File: src/rtl/clkdiv_ctrl.sv
// clkdiv_ctrl: runtime scale controller for the clock divider; new scales apply only at period boundaries.
// Optional macro CLKDIV_CTRL_PERIOD_CNT_EN adds the period_cnt output.
module clkdiv_ctrl #(
    parameter int WIDTH     = 8,
    parameter int CONST     = 200000,
    parameter int CNT_W     = 32,
    parameter int RST_SCALE = 1
) (
    input  logic             clk_in,
    input  logic             rst,
    input  logic             enable,
    input  logic             req_valid,
    input  logic [WIDTH-1:0] req_scale,
    output logic             req_ready,
    output logic             clk_out,
    output logic [WIDTH-1:0] active_scale,
    output logic             update_done,
`ifdef CLKDIV_CTRL_PERIOD_CNT_EN
    output logic [15:0]      period_cnt,
`endif
    output logic             busy
);
    typedef enum logic [1:0] {STOP, RUN, PEND} state_t;

    localparam logic [CNT_W-1:0] HALF_K   = CNT_W'(CONST / 2);
    localparam logic [CNT_W-1:0] RST_HALF = CNT_W'(RST_SCALE * CONST / 2);

    state_t           state;
    logic [CNT_W-1:0] cnt, half;
    logic [WIDTH-1:0] pend_scale;
    logic             div_q, run_q, bypass_q, en_q;
    logic             tick, byp, bnd, apply, halt, take;

    // run_q tracks whether the divider is actually ticking, so PEND knows if it must wait for a boundary
    assign tick      = cnt == half - CNT_W'(1);
    assign byp       = active_scale == '0;
    assign bnd       = run_q & ~byp & div_q & tick;
    assign apply     = (state == PEND) & (~run_q | byp | bnd);
    assign halt      = ~enable & (byp | bnd);
    assign take      = (state != PEND) & req_valid;
    assign req_ready = state != PEND;
    assign busy      = state == PEND;
    assign clk_out   = bypass_q ? (clk_in & en_q) : div_q;

    always_ff @(posedge clk_in or posedge rst) begin
        if (rst) begin
            state        <= STOP;
            cnt          <= '0;
            half         <= RST_HALF;
            div_q        <= 1'b0;
            run_q        <= 1'b0;
            active_scale <= WIDTH'(RST_SCALE);
            pend_scale   <= '0;
            update_done  <= 1'b0;
        end else begin
            update_done <= apply;
            if (apply) begin
                active_scale <= pend_scale;
                half         <= CNT_W'(pend_scale) * HALF_K;
                cnt          <= '0;
                div_q        <= 1'b0;
                run_q        <= enable;
                state        <= enable ? RUN : STOP;
            end else begin
                cnt   <= (run_q & ~byp & ~tick) ? cnt + CNT_W'(1) : '0;
                div_q <= run_q & ~byp & (div_q ^ tick);
                run_q <= (state == STOP) ? enable & ~req_valid : run_q & ~((state == RUN) & halt);
                state <= take ? PEND : (state == STOP & enable) ? RUN : (state == RUN & halt) ? STOP : state;
                if (take) pend_scale <= req_scale;
            end
        end
    end

    // output mux selects change only while clk_in is low
    always_ff @(negedge clk_in or posedge rst) begin
        if (rst) begin
            bypass_q <= 1'b0;
            en_q     <= 1'b0;
        end else begin
            bypass_q <= byp;
            en_q     <= enable;
        end
    end

`ifdef CLKDIV_CTRL_PERIOD_CNT_EN
    always_ff @(posedge clk_in or posedge rst) begin
        if (rst) period_cnt <= '0;
        else if (apply) period_cnt <= '0;
        else if ((state == RUN) & bnd) period_cnt <= period_cnt + 16'd1;
    end
`endif
endmodule

File: config.mk
export PLATFORM = sky130hd
export DESIGN_NAME = clkdiv_ctrl
export DESIGN_NICKNAME = d
export VERILOG_FILES = /design/src/rtl/clkdiv_ctrl.sv
export SDC_FILE = /design/constraint.sdc
export NUM_CORES = 1
export LEC_CHECK = 0
export ABC_AREA = 0
export CAP_MARGIN = 40
export CORE_ASPECT_RATIO = 1.1
export CORE_MARGIN = 3
export CORE_UTILIZATION = 55
export DETAILED_ROUTE_END_ITERATION = 16
export GPL_ROUTABILITY_DRIVEN = 0
export PLACE_DENSITY = 0.73
export SYNTH_ARGS = -nofsm -noshare
export SYNTH_HDL_FRONTEND = slang
export SYNTH_SLANG_ARGS = --single-unit
File: constraint.sdc
create_clock -name clk_in -period 5.7 [get_ports clk_in]
set_clock_uncertainty 0.2 [all_clocks]
set_input_delay 1.14 -clock clk_in [delete_from_list [all_inputs] [get_ports clk_in]]
set_output_delay 1.14 -clock clk_in [all_outputs]
set_load 0.05 [all_outputs]
==> impl_metrics.toml <==
[global_route]
grt_pass1_wl_um = 19500
track_usage_pct = 21.6
grt_max_degree = 49
antenna_found_initial = 0
grt-ovfl-total = 0
grt_pass1_vias = 4143

[route]
m1WireLength_um = 5070
ant_nets = 0
vias_per_cell = 5.69
dr_wl_met3_um = 269
wl_per_cell_um = 16.0
first_iter_violations = 136
drt_first_pass_iters = 4
top_layer = "met4"
wl_met2_um = 5610
vias = 3970
drcViolationCount = 0
wl_um = 11200

[logic_synthesis]
syn_area_um2 = 5550
syn_inst = 557
async_reset_ff_share_pct = 100
dominantRegCellSynth = "dfrtp_1"
synth_edf_count = 0
yosysWarnings = 0
synth.yosys.seq_area_share_pct = 33.0
yosys_register_bits = 73
synth.distinct_cells = 63
avgSynthCellArea_um2 = 9.97
syn_nets = 637

[worst_hold_path]
hold_end = "cnt[0]"
holdCritPathClass = "reg -> reg"
hold_depth = 1
min_from = "cnt[0]"

[critical_path]
endpoint_kind = "primary output"
cp.arrival_ps = 4250
ff2ff_setup_slack_ps = 1160
r2r_cells = 15
worstPathRequired_ps = 4360
worstReg2RegStart = "pend_scale[2]"
reg2reg_to = "half[23]"
path_max_fanout = 2
critical_path_class = "reg -> out"
critPathLaunchType = "register"

[timing]
max_slew_margin_pct = 62.3
final_max_slew_viol_count = 0
setup_viol = 0
rsz0062_at_grt = "false"
hold_viol_final = 0
tns_ps = 0
tightest_slew_ps = 562

[final_layout]
final_cell_mix = "dfrtp_1 (65), ha_1 (56), nor2_1 (51), inv_1 (46), xnor2_1 (40)"
final_nets = 656
layout_commonest_cell = "dfrtp_1"
area_growth_pct = 11.2
diodes = 0
layout-drive-gt1-share_pct = 12.2
fillers = 773

[die]
fp-row-count = 37
coreArea_um2 = 9580
die_x_um = 102
start_util_pct = 57.9
fp.dieArea_um2 = 11300
io_pins = 24
dieHeight_um = 111

[clock_tree]
cts-hold-fix-buffers = 0
clk_pin_slew_worst_paths_ps = 80
cts_tree = "built"
clk_latency_ps = 450

[flow_run]
max_cap_viol_count = 0

[run_status]
status = "completed"

[placement]
post-dp-hpwl_um = 8870
numPortBuffers = 23
synth_stat cells, drive strengths merged (12+ instances only):
library cell,number,area (µm²)
nand2,29,109
a21oi,18,90.1
dfrtp,65,1630
xnor2,40,350
fa,12,240
nor3,12,71.3
ha,56,701
nor2,51,191
nand4,12,87.6
inv,47,176
xor2,31,272
o21ai,17,96.4
mux2,31,405
nand3,21,105
flip-flops by register name, summed over array words and instances (netlist names):
signal	flops
active_scale	8
bypass_q	1
cnt	32
div_q	1
en_q	1
half	18
pend_scale	8
run_q	1
state	2
update_done	1
worst max path at each step:
stage | startpoint | endpoint | slack (ps) | cells after the start
final | bypass_q | clk_out | 110 | 3
after floorplan | bypass_q | clk_out | 100 | 1
after global routing | bypass_q | clk_out | 4 | 3
after CTS | bypass_q | clk_out | 80 | 3
after detailed placement | bypass_q | clk_out | 170 | 3
after global placement | bypass_q | clk_out | 190 | 3
stage by stage:
step           setup slack [ps]  util, %  cell area (µm²)  hold slack [ps]  cells
2_1_floorplan              95.7        -             5560              252    557
3_3_place_gp                192     60.5             5800              272    676
3_5_place_dp                171     61.3             5880              271    679
4_1_cts                    79.6     64.4             6170              282    698
5_1_grt                    4.33     64.4             6170              293    698
6_report                    105     64.4             6170              281    698
cells by family after synthesis:
group | after synthesis | share of synthesized area, %
DFF | 73 | 33.0
xor gates and xnor gates | 71 | 11.2
and+or+nand+nor | 173 | 16.8
muxes | 35 | 8.02
AOI/OAI and AO/OA | 68 | 8.25
buffers and inverters | 69 | 5.79
adders and majority gates | 68 | 16.9
timing repair:
action / CTS / global route
resized for setup: 4 / 0
setup buffers: 0 / 0
endpoints found under the setup margin: 4 / 0
worst max-delay path: stages (launching register included):
cell and delay, ps:
dfrtn_1 420, nand3_1 80, o21ai_0 70, clkdlybuf4s15_2 390
final cells by class:
type                    count  area (µm²)  area share, %
multi-input cells         415        3400           55.0
flip-flops and latches     73        1830           29.7
repair buffers             26         310           5.03
clock buffers              14         190           3.08
inverters                  47         180           2.92
well taps                 117         146           2.37
clock inverters             6         115           1.86
routing by layer:
metal,global-route usage [%],vias up
met1,28.6,1924
met2,35.3,53
met3,3.38,21
li1,-,1972
met4,7.89,0
met5,0,-
Power is left out: the tool's default activity adds up to more than one toggle a clock period on the data nets, which glitch-free logic cannot reach.
